**src/rtl/ibex_multdiv_pkg.sv**
```systemverilog
// Shared types for the multiply/divide issue block.
package ibex_multdiv_pkg;

    localparam int IMD_W = 34;

    typedef enum logic [1:0] {
        MD_OP_MULL = 2'd0,
        MD_OP_MULH = 2'd1,
        MD_OP_DIV  = 2'd2,
        MD_OP_REM  = 2'd3
    } md_op_e;

    typedef enum logic [1:0] {
        IDLE = 2'd0,
        BUSY = 2'd1,
        WB   = 2'd2
    } issue_state_e;

    // Request fields held for the whole operation.
    typedef struct packed {
        md_op_e      operator;
        logic [1:0]  signed_mode;
        logic [31:0] op_a;
        logic [31:0] op_b;
        logic [4:0]  rd;
        logic        data_ind_timing;
    } md_req_t;

endpackage

```
**src/rtl/ibex_multdiv_adder.sv**
```systemverilog
// Shared 33-bit operand adder lent to the multdiv unit, with zero detect.
module ibex_multdiv_adder (
    input  logic [32:0] operand_a_i,
    input  logic [32:0] operand_b_i,
    output logic [33:0] adder_ext_o,
    output logic [31:0] adder_o,
    output logic        equal_to_zero_o
);

    // Zero-extend both operands so the carry out lands in bit 33.
    always_comb begin
        adder_ext_o     = {1'b0, operand_a_i} + {1'b0, operand_b_i};
        adder_o         = adder_ext_o[32:1];
        equal_to_zero_o = (adder_o == 32'd0);
    end

endmodule

```
**src/rtl/ibex_multdiv_issue.sv**
```systemverilog
// Issue/initiator for the fast multdiv unit: accepts a request, keeps the
// unit enabled until it reports valid, then presents the result to writeback.
module ibex_multdiv_issue
    import ibex_multdiv_pkg::*;
#(
    parameter int RV32M = 2
) (
    input  logic        clk_i,
    input  logic        rst_ni,

    input  logic        req_valid_i,
    output logic        req_ready_o,
    input  logic [1:0]  req_operator_i,
    input  logic [1:0]  req_signed_mode_i,
    input  logic [31:0] req_op_a_i,
    input  logic [31:0] req_op_b_i,
    input  logic [4:0]  req_rd_i,
    input  logic        data_ind_timing_i,
    input  logic        flush_i,

    output logic        mult_en_o,
    output logic        div_en_o,
    output logic        mult_sel_o,
    output logic        div_sel_o,
    output logic [1:0]  operator_o,
    output logic [1:0]  signed_mode_o,
    output logic [31:0] op_a_o,
    output logic [31:0] op_b_o,
    output logic        data_ind_timing_o,

    input  logic [32:0] alu_operand_a_i,
    input  logic [32:0] alu_operand_b_i,
    output logic [33:0] alu_adder_ext_o,
    output logic [31:0] alu_adder_o,
    output logic        equal_to_zero_o,

    input  logic [67:0] imd_val_d_i,
    input  logic [1:0]  imd_val_we_i,
    output logic [67:0] imd_val_q_o,

    output logic        multdiv_ready_id_o,
    input  logic [31:0] multdiv_result_i,
    input  logic        valid_i,

    output logic        wb_valid_o,
    input  logic        wb_ready_i,
    output logic [4:0]  wb_rd_o,
    output logic [31:0] wb_data_o
);

    // The multiplier flavour only changes the unit's latency, not this block.
    logic unused_rv32m;
    assign unused_rv32m = (RV32M == 2);

    issue_state_e     state_q, state_d;
    md_req_t          req_q, req_d;
    logic             flush_pending_q, flush_pending_d;
    logic [31:0]      wb_data_q;
    logic [IMD_W-1:0] imd_hi_q, imd_lo_q;
    logic             accept, wb_load, busy, is_div;

    ibex_multdiv_adder u_adder (
        .operand_a_i     (alu_operand_a_i),
        .operand_b_i     (alu_operand_b_i),
        .adder_ext_o     (alu_adder_ext_o),
        .adder_o         (alu_adder_o),
        .equal_to_zero_o (equal_to_zero_o)
    );

    // Next-state logic. A flush during BUSY is only remembered: the unit must
    // run to completion, and its result is then dropped instead of written back.
    always_comb begin
        state_d         = state_q;
        flush_pending_d = flush_pending_q;
        accept          = 1'b0;
        wb_load         = 1'b0;
        unique case (state_q)
            IDLE: begin
                if (req_valid_i && !flush_i) begin
                    accept  = 1'b1;
                    state_d = BUSY;
                end
            end
            BUSY: begin
                if (flush_i) flush_pending_d = 1'b1;
                if (valid_i) begin
                    wb_load = 1'b1;
                    // A flush arriving with valid_i kills the result too.
                    if (flush_pending_q || flush_i) begin
                        state_d         = IDLE;
                        flush_pending_d = 1'b0;
                    end else begin
                        state_d = WB;
                    end
                end
            end
            WB: begin
                if (wb_ready_i || flush_i) state_d = IDLE;
            end
            default: state_d = IDLE;
        endcase
    end

    // Request capture source: the incoming fields, as one record.
    always_comb begin
        req_d                 = req_q;
        if (accept) begin
            req_d.operator        = md_op_e'(req_operator_i);
            req_d.signed_mode     = req_signed_mode_i;
            req_d.op_a            = req_op_a_i;
            req_d.op_b            = req_op_b_i;
            req_d.rd              = req_rd_i;
            req_d.data_ind_timing = data_ind_timing_i;
        end
    end

    // State, held request, pending flush and writeback data registers.
    always_ff @(posedge clk_i or negedge rst_ni) begin
        if (!rst_ni) begin
            state_q         <= IDLE;
            req_q           <= '0;
            flush_pending_q <= 1'b0;
            wb_data_q       <= '0;
        end else begin
            state_q         <= state_d;
            req_q           <= req_d;
            flush_pending_q <= flush_pending_d;
            if (wb_load) wb_data_q <= multdiv_result_i;
        end
    end

    // Intermediate-value registers borrowed by the unit; writable in any state.
    always_ff @(posedge clk_i or negedge rst_ni) begin
        if (!rst_ni) begin
            imd_hi_q <= '0;
            imd_lo_q <= '0;
        end else begin
            if (imd_val_we_i[0]) imd_hi_q <= imd_val_d_i[2*IMD_W-1:IMD_W];
            if (imd_val_we_i[1]) imd_lo_q <= imd_val_d_i[IMD_W-1:0];
        end
    end

    // Unit control and handshake outputs, all decoded from the current state.
    always_comb begin
        busy               = (state_q == BUSY);
        is_div             = req_q.operator[1];
        req_ready_o        = (state_q == IDLE);
        mult_en_o          = busy & ~is_div;
        mult_sel_o         = busy & ~is_div;
        div_en_o           = busy & is_div;
        div_sel_o          = busy & is_div;
        multdiv_ready_id_o = busy;
        wb_valid_o         = (state_q == WB);
        operator_o         = req_q.operator;
        signed_mode_o      = req_q.signed_mode;
        op_a_o             = req_q.op_a;
        op_b_o             = req_q.op_b;
        data_ind_timing_o  = req_q.data_ind_timing;
        wb_rd_o            = req_q.rd;
        wb_data_o          = wb_data_q;
        imd_val_q_o        = {imd_hi_q, imd_lo_q};
    end

endmodule

```
**config.mk**
```make
export PLATFORM = sky130hd
export DESIGN_NAME = ibex_multdiv_issue
export DESIGN_NICKNAME = d
export VERILOG_FILES = /design/src/rtl/ibex_multdiv_pkg.sv /design/src/rtl/ibex_multdiv_adder.sv /design/src/rtl/ibex_multdiv_issue.sv
export SDC_FILE = /design/constraint.sdc
export NUM_CORES = 1
export LEC_CHECK = 0
export BUFFER_PORTS_ARGS = -buffer_cell sky130_fd_sc_hd__buf_2
export CORE_AREA = 2 2 194 196
export CTS_CLUSTER_DIAMETER = 60
export DETAILED_ROUTE_END_ITERATION = 8
export DIE_AREA = 0 0 196 198
export GPL_TIMING_DRIVEN = 0
export PLACE_DENSITY = 0.45
export SYNTH_ARGS = -nofsm -noshare
export SYNTH_HDL_FRONTEND = slang
export SYNTH_SLANG_ARGS = --single-unit
```
**constraint.sdc**
```tcl
create_clock -name clk_i -period 13.05 [get_ports clk_i]
set_input_delay 1.9575 -clock clk_i [delete_from_list [all_inputs] [get_ports clk_i]]
set_output_delay 1.9575 -clock clk_i [all_outputs]
set_load 0.03 [all_outputs]
```
Yosys cells after proc, flatten, opt, wreduce, memory -nomap -nowiden:

Index checks and enable logic that the tools add are counted.

* memories kept: 0
* word-level logic and storage cells: 39
* bits in latches: 0
* output and inout port bits: 248
* ROM bits: 0
* memory bits (writable): 0
* bits in registers: 177
* input port bits: 248

* magnitude comparators: 0
* reductions and logical operators: 7
* bitwise operators: 3
* multiply operators: 0
* add/subtract/negate cells: 1
* multiplexer cells: 12
* shift operators: 0
* div/mod/pow operators: 0
* eq/ne operators: 5

Operators with widths (count)
* $add A33 B33 Y34: 1
* $logic_not A32 Y1: 1
* $mux W2: 4
* $mux W1: 7
* $ne A2 B1 Y1 const B: 3
* $pmux W2 S3: 1
* $reduce_and A3 Y1: 1
* $and A1 B1 Y1: 2
* $eq A2 B1 Y1 const B: 1
* $eq A2 B2 Y1 const B: 1
* $logic_not A2 Y1: 1
* $logic_or A1 B1 Y1: 2
* $logic_and A1 B1 Y1: 1
* $logic_not A1 Y1: 1
* $not A1 Y1: 1

Logic depth before layout (Yosys ltp):

* depth after elaboration: 4
* depth in mapped cells: 13
* gate-level depth less buffers: 13

Cells and area by module:

From an unflattened synthesis, not the netlist that was laid out.

* cell total of the unflattened synthesis: 710
* area total of the unflattened synthesis: 8992.4 µm²

By module, submodules not included
* ibex_multdiv_issue: area each 6698.9 µm², cells an instance 388, seq. area each 4429.2 µm², instances 1
* ibex_multdiv_adder: area each 2293.4 µm², cells an instance 322, seq. area each 0.0 µm², instances 1

Least setup slack after synthesis:

Ideal clock, no wire load.

* path kind: in2out
* from: input port alu_operand_a_i[0]
* to: output port equal_to_zero_o
* arrival time: 5900 ps
* stages: 13
* slack: 5192 ps
* data required time: 11092 ps
* buffers on the path: 0
* cell sequence: ha_1 inv_1 fa_1 nand2b_1 a211oi_1 and2b_2 xnor2_1 or4_1 or4b_1 and4bb_1 nand4b_1 or4_1 nor4_2

* cells in the longest elaborated chain, start to end: 2

Ends and longest elaborated chain
* start, declared: RTL line ibex_multdiv_issue.sv:31 `input logic [32:0] alu_operand_a_i,`
* $add A33 B33 Y34: RTL line ibex_multdiv_adder.sv:12 `adder_ext_o = {1'b0, operand_a_i} + {1'b0, operand_b_i};`
* net alu_adder_ext_o[6]: RTL line ibex_multdiv_issue.sv:33 `output logic [33:0] alu_adder_ext_o,`
* $logic_not A32 Y1: RTL line ibex_multdiv_adder.sv:14 `equal_to_zero_o = (adder_o == 32'd0);`
* end, declared: RTL line ibex_multdiv_issue.sv:35 `output logic equal_to_zero_o,`

The timed path passes the listed nets, and every way through them passes these cells.

Worst setup path in the final report:

* from: input port alu_operand_a_i[0]
* to: output port equal_to_zero_o

* cells in the longest elaborated chain, start to end: 2

Ends and longest elaborated chain (RTL line)
* $add A33 B33 Y34: ibex_multdiv_adder.sv:12
* $logic_not A32 Y1: ibex_multdiv_adder.sv:14

Every way passes these cells.

==> summary.md <==
| Metric | Value |
|---|---|
| Status | complete, no violations |
| Most used DFF post-synth | dfrtp_1 |
| Vias in the first global route | 7,428 |
| CTS tree | built |
| Slew margin rel. | a little under two fifths |
| WP data arrival | approximately 6.1 ns |
| Clock Latency Late Sink | 0.46 ns |
| Final Max Slew Viols | 0 |
| EDFF count, synth | 0 |
| Via Count | approximately 7,300 |
| Most frequent cells in the layout | 492 x buf_2, 177 x dfrtp_1, 174 x mux2_2, 40 x a21oi_1, 35 x nand2_1 |
| First-pass GRT wire length | 44,300 microns |
| Most common cell on crit path | buf_2 |
| CP cell instances | buf_2 > ha_1 > inv_1 > fa_1 > nand2b_1 > a211oi_1 > o21ai_0 > and3_1 > o31ai_1 > a21oi_1 > o311ai_1 > xor2_1 > or4_1 > nor4_2 > buf_2 |
| Minimum clock period | slightly above 8 ns |
| Worst path slowest cell | o311ai_1 |
| Largest net degree at the start of global routing | 98 |
| MaxCap Viol Count | 0 |
| CP endpoint kind | primary output |
| Skew final | between 0.01 and 0.015 ns |
| Port Buffers | 493 |
| Worst-margin pin slew | 0.933 ns |
| DRC | 0 |
| Synth Warn # | 0 |
| RSZ-0062 raised after global routing | no |
| Initial antenna violation count | 8 |
| Die area | 38,800 sq um |
| Die Height | 198 microns |
| Worst EP required | 11.09 ns |
| Count of final setup violators | 0 |
| Initial detailed-routing violation count | 184 |
| WP buf/inv | 3 |
| Tcrit/Tclk final | 61.9% |
| Worst R2R Start | state_q[0] |
| Cts bufs inserted | 17 |
| Final WS setup | 4.97 ns |
| Fin. Hold Viols | 0 |
| Sequential fraction of the synthesis area | 51.4% |
| Synth top area cells | dfrtp_1 51%, mux2_2 23%, ha_1 4.8% |
| Vias per cell | 4.33 |
| DRT antenna net count | 0 |
| Commonest non-fill, non-tap cell in the layout | buf_2 |
| Worst-path clk slew | 0.07 ns |
| Place WS | 4.89 ns |
| CP Launch Point | alu_operand_a_i[0] |
| Core Rows | 71 |
| Setup TNS | 0 ns |
| Final Util | 33.3% |
| Hold_ws | 0.501 ns |
| Startpoint types | input port |
| Leak pwr | 6.06 nW |
| CP max stage delay | 0.64 ns |
| Clk sinks | 177 |
| Residual overflow from global routing | 0 |
| Worst hold start | imd_hi_q[21] |
| Routed WL per cell | 17.8 microns |
| Share of the synthesized area in the top cell type | about half |
| Post-Syn Area per Cell | 12.4 sq um |
| Yosys top cell by area | dfrtp_1 |
| Critical path class | in2out |
| Number of distinct library cells after synthesis | 53 |
| 1st-pass router iterations | 4 |
| Io pins | 496 |
| CP delay by family, top | compound AO/OA/AOI/OAI gates |
| Peak Freq | 124 MHz |
| Layout cell share with drive strength beyond 1 | 60.9% |
| Die Wd | 196 microns |
| Seq cells post-synth | between 150 and 200 |
| CTS resizes | 0 |
| # H-tree levels | 4 |
| Hpwl dp | around 25,000 microns |
| Syn Std Cell Area | ~8600 sq um |
| Clock buffer depth | 2 |
| Hold Crit Class | reg2reg |
| Initial Util | between 20% and 30% |
| Core region area | 37,000 sq um |
| Routability cong. | approximately 0.82 |
| Area Growth Syn to Fin | 42.8% |
| Max FO, Critical Path | 5 |
| Pwr per Cell Area | approximately 170 nW/um^2 |
| Worst vdd ir | 0.0000925 V |
| Clock root buffer | clkbuf_16 |
| Ys async rst share | between 90% and 100% |
| Hold Buf Count CTS | 0 |
| Total GRT Usage | 15.3% |
| Nets | between 1,000 and 1,500 |
| Post-synth net total | between 900 and 1,000 |
| Number of setup buffers added after CTS | 0 |
| Post-Synthesis Cells | 694 |
| WL final | approximately 30,000 microns |
==> layer usage <==
layer	vias up	global-route usage [%]	share of wire [%]
met5	-	0	0.23
met4	12	4.94	1.7
met3	39	6.06	8.9
met2	305	26.6	50
met1	3513	17.1	39
li1	3472	-	-
==> worst register-to-register path, delay by kind of cell (launching register included) <==
| kind | cells | cell delay, ns |
|---|---|---|
| buffers and inverters | 2 | 1.06 |
| and+or+nand+nor | 1 | 0.44 |
| DFF | 1 | 0.44 |
| muxes | 1 | 0.41 |
==> cell families after synthesis <==
| kind of cell | Yosys count | share of synthesized area, % |
|---|---|---|
| adders and majority gates | 34 | 5.02 |
| AOI/OAI and AO/OA | 86 | 5.97 |
| buffers and inverters | 74 | 4.79 |
| DFF | 177 | 51.4 |
| xor gates and xnor gates | 26 | 2.64 |
| and+or+nand+nor | 122 | 7.35 |
| muxes | 175 | 22.8 |
==> metrics by stage <==
step	power, mW	instance area (sq um)	instances
after floorplan	1.32	8620	694
after global placement	1.62	11700	1661
after detailed placement	1.63	11700	1662
after CTS	2.16	12300	1694
after global routing	2.23	12300	1695
final	2.12	12300	1696
==> sequential cells by signal (all words and copies together) (netlist names), 2 cells and up <==
register and count:
imd_hi_q 34, wb_data_o 32, op_a_o 32, op_b_o 32, signed_mode_o 2, imd_lo_q 34, operator_o 2, wb_rd_o 5
state_q 2
==> synthesized netlist by cell type (2+ instances only) <==
master    count
dfrtp_1     177
mux2_2      174
a21oi_1      40
nand2_1      35
buf_4        34
ha_1         33
nor2_1       26
o21ai_0      17
clkbuf_1     16
inv_1        16
xnor2_1      13
xor2_1       13
nand3_1      10
nand4_1       7
a21o_1        6
buf_1         6
nand2b_1      5
nor2b_1       5
nor3_1        5
or4_1         5
and2_1        4
and3_1        4
a31oi_1       3
nor4_1        3
o31ai_1       3
a211oi_1      2
nor4b_1       2
o211ai_1      2
o21a_1        2
o221ai_1      2
or3b_2        2
==> cell type report <==
| cell class | instances | area [sq um] |
|---|---|---|
| Inverter | 16 | 60.1 |
| Fill cell | 3839 | 24600 |
| Clock buffer | 18 | 439 |
| Multi-Input combinational cell | 443 | 3780 |
| Sequential cell | 177 | 4430 |
| Buffer | 58 | 353 |
| Clock inverter | 14 | 146 |
| Timing Repair Buffer | 494 | 2500 |
| Antenna cell | 2 | 5.00 |
| Tap cell | 474 | 593 |
==> final timing paths <==
kind,end,slack (ns),cells after the start
max in group asynchronous,imd_hi_q[13],10.61,2
max,equal_to_zero_o,4.97,15
min in group asynchronous,op_b_o[8],1.49,1
max reg2reg,wb_rd_o[1],10.59,4
min reg2reg,imd_hi_q[21],0.50,1
min,imd_hi_q[21],0.50,1
==> where the power goes <==
part	switching [mW]	internal, mW
Clock	0.257	0.259
Sequential	0.0569	0.667
Combinational	0.579	0.303
Total	0.893	1.23
No activity file was read; power rests on OpenSTA's default activity.
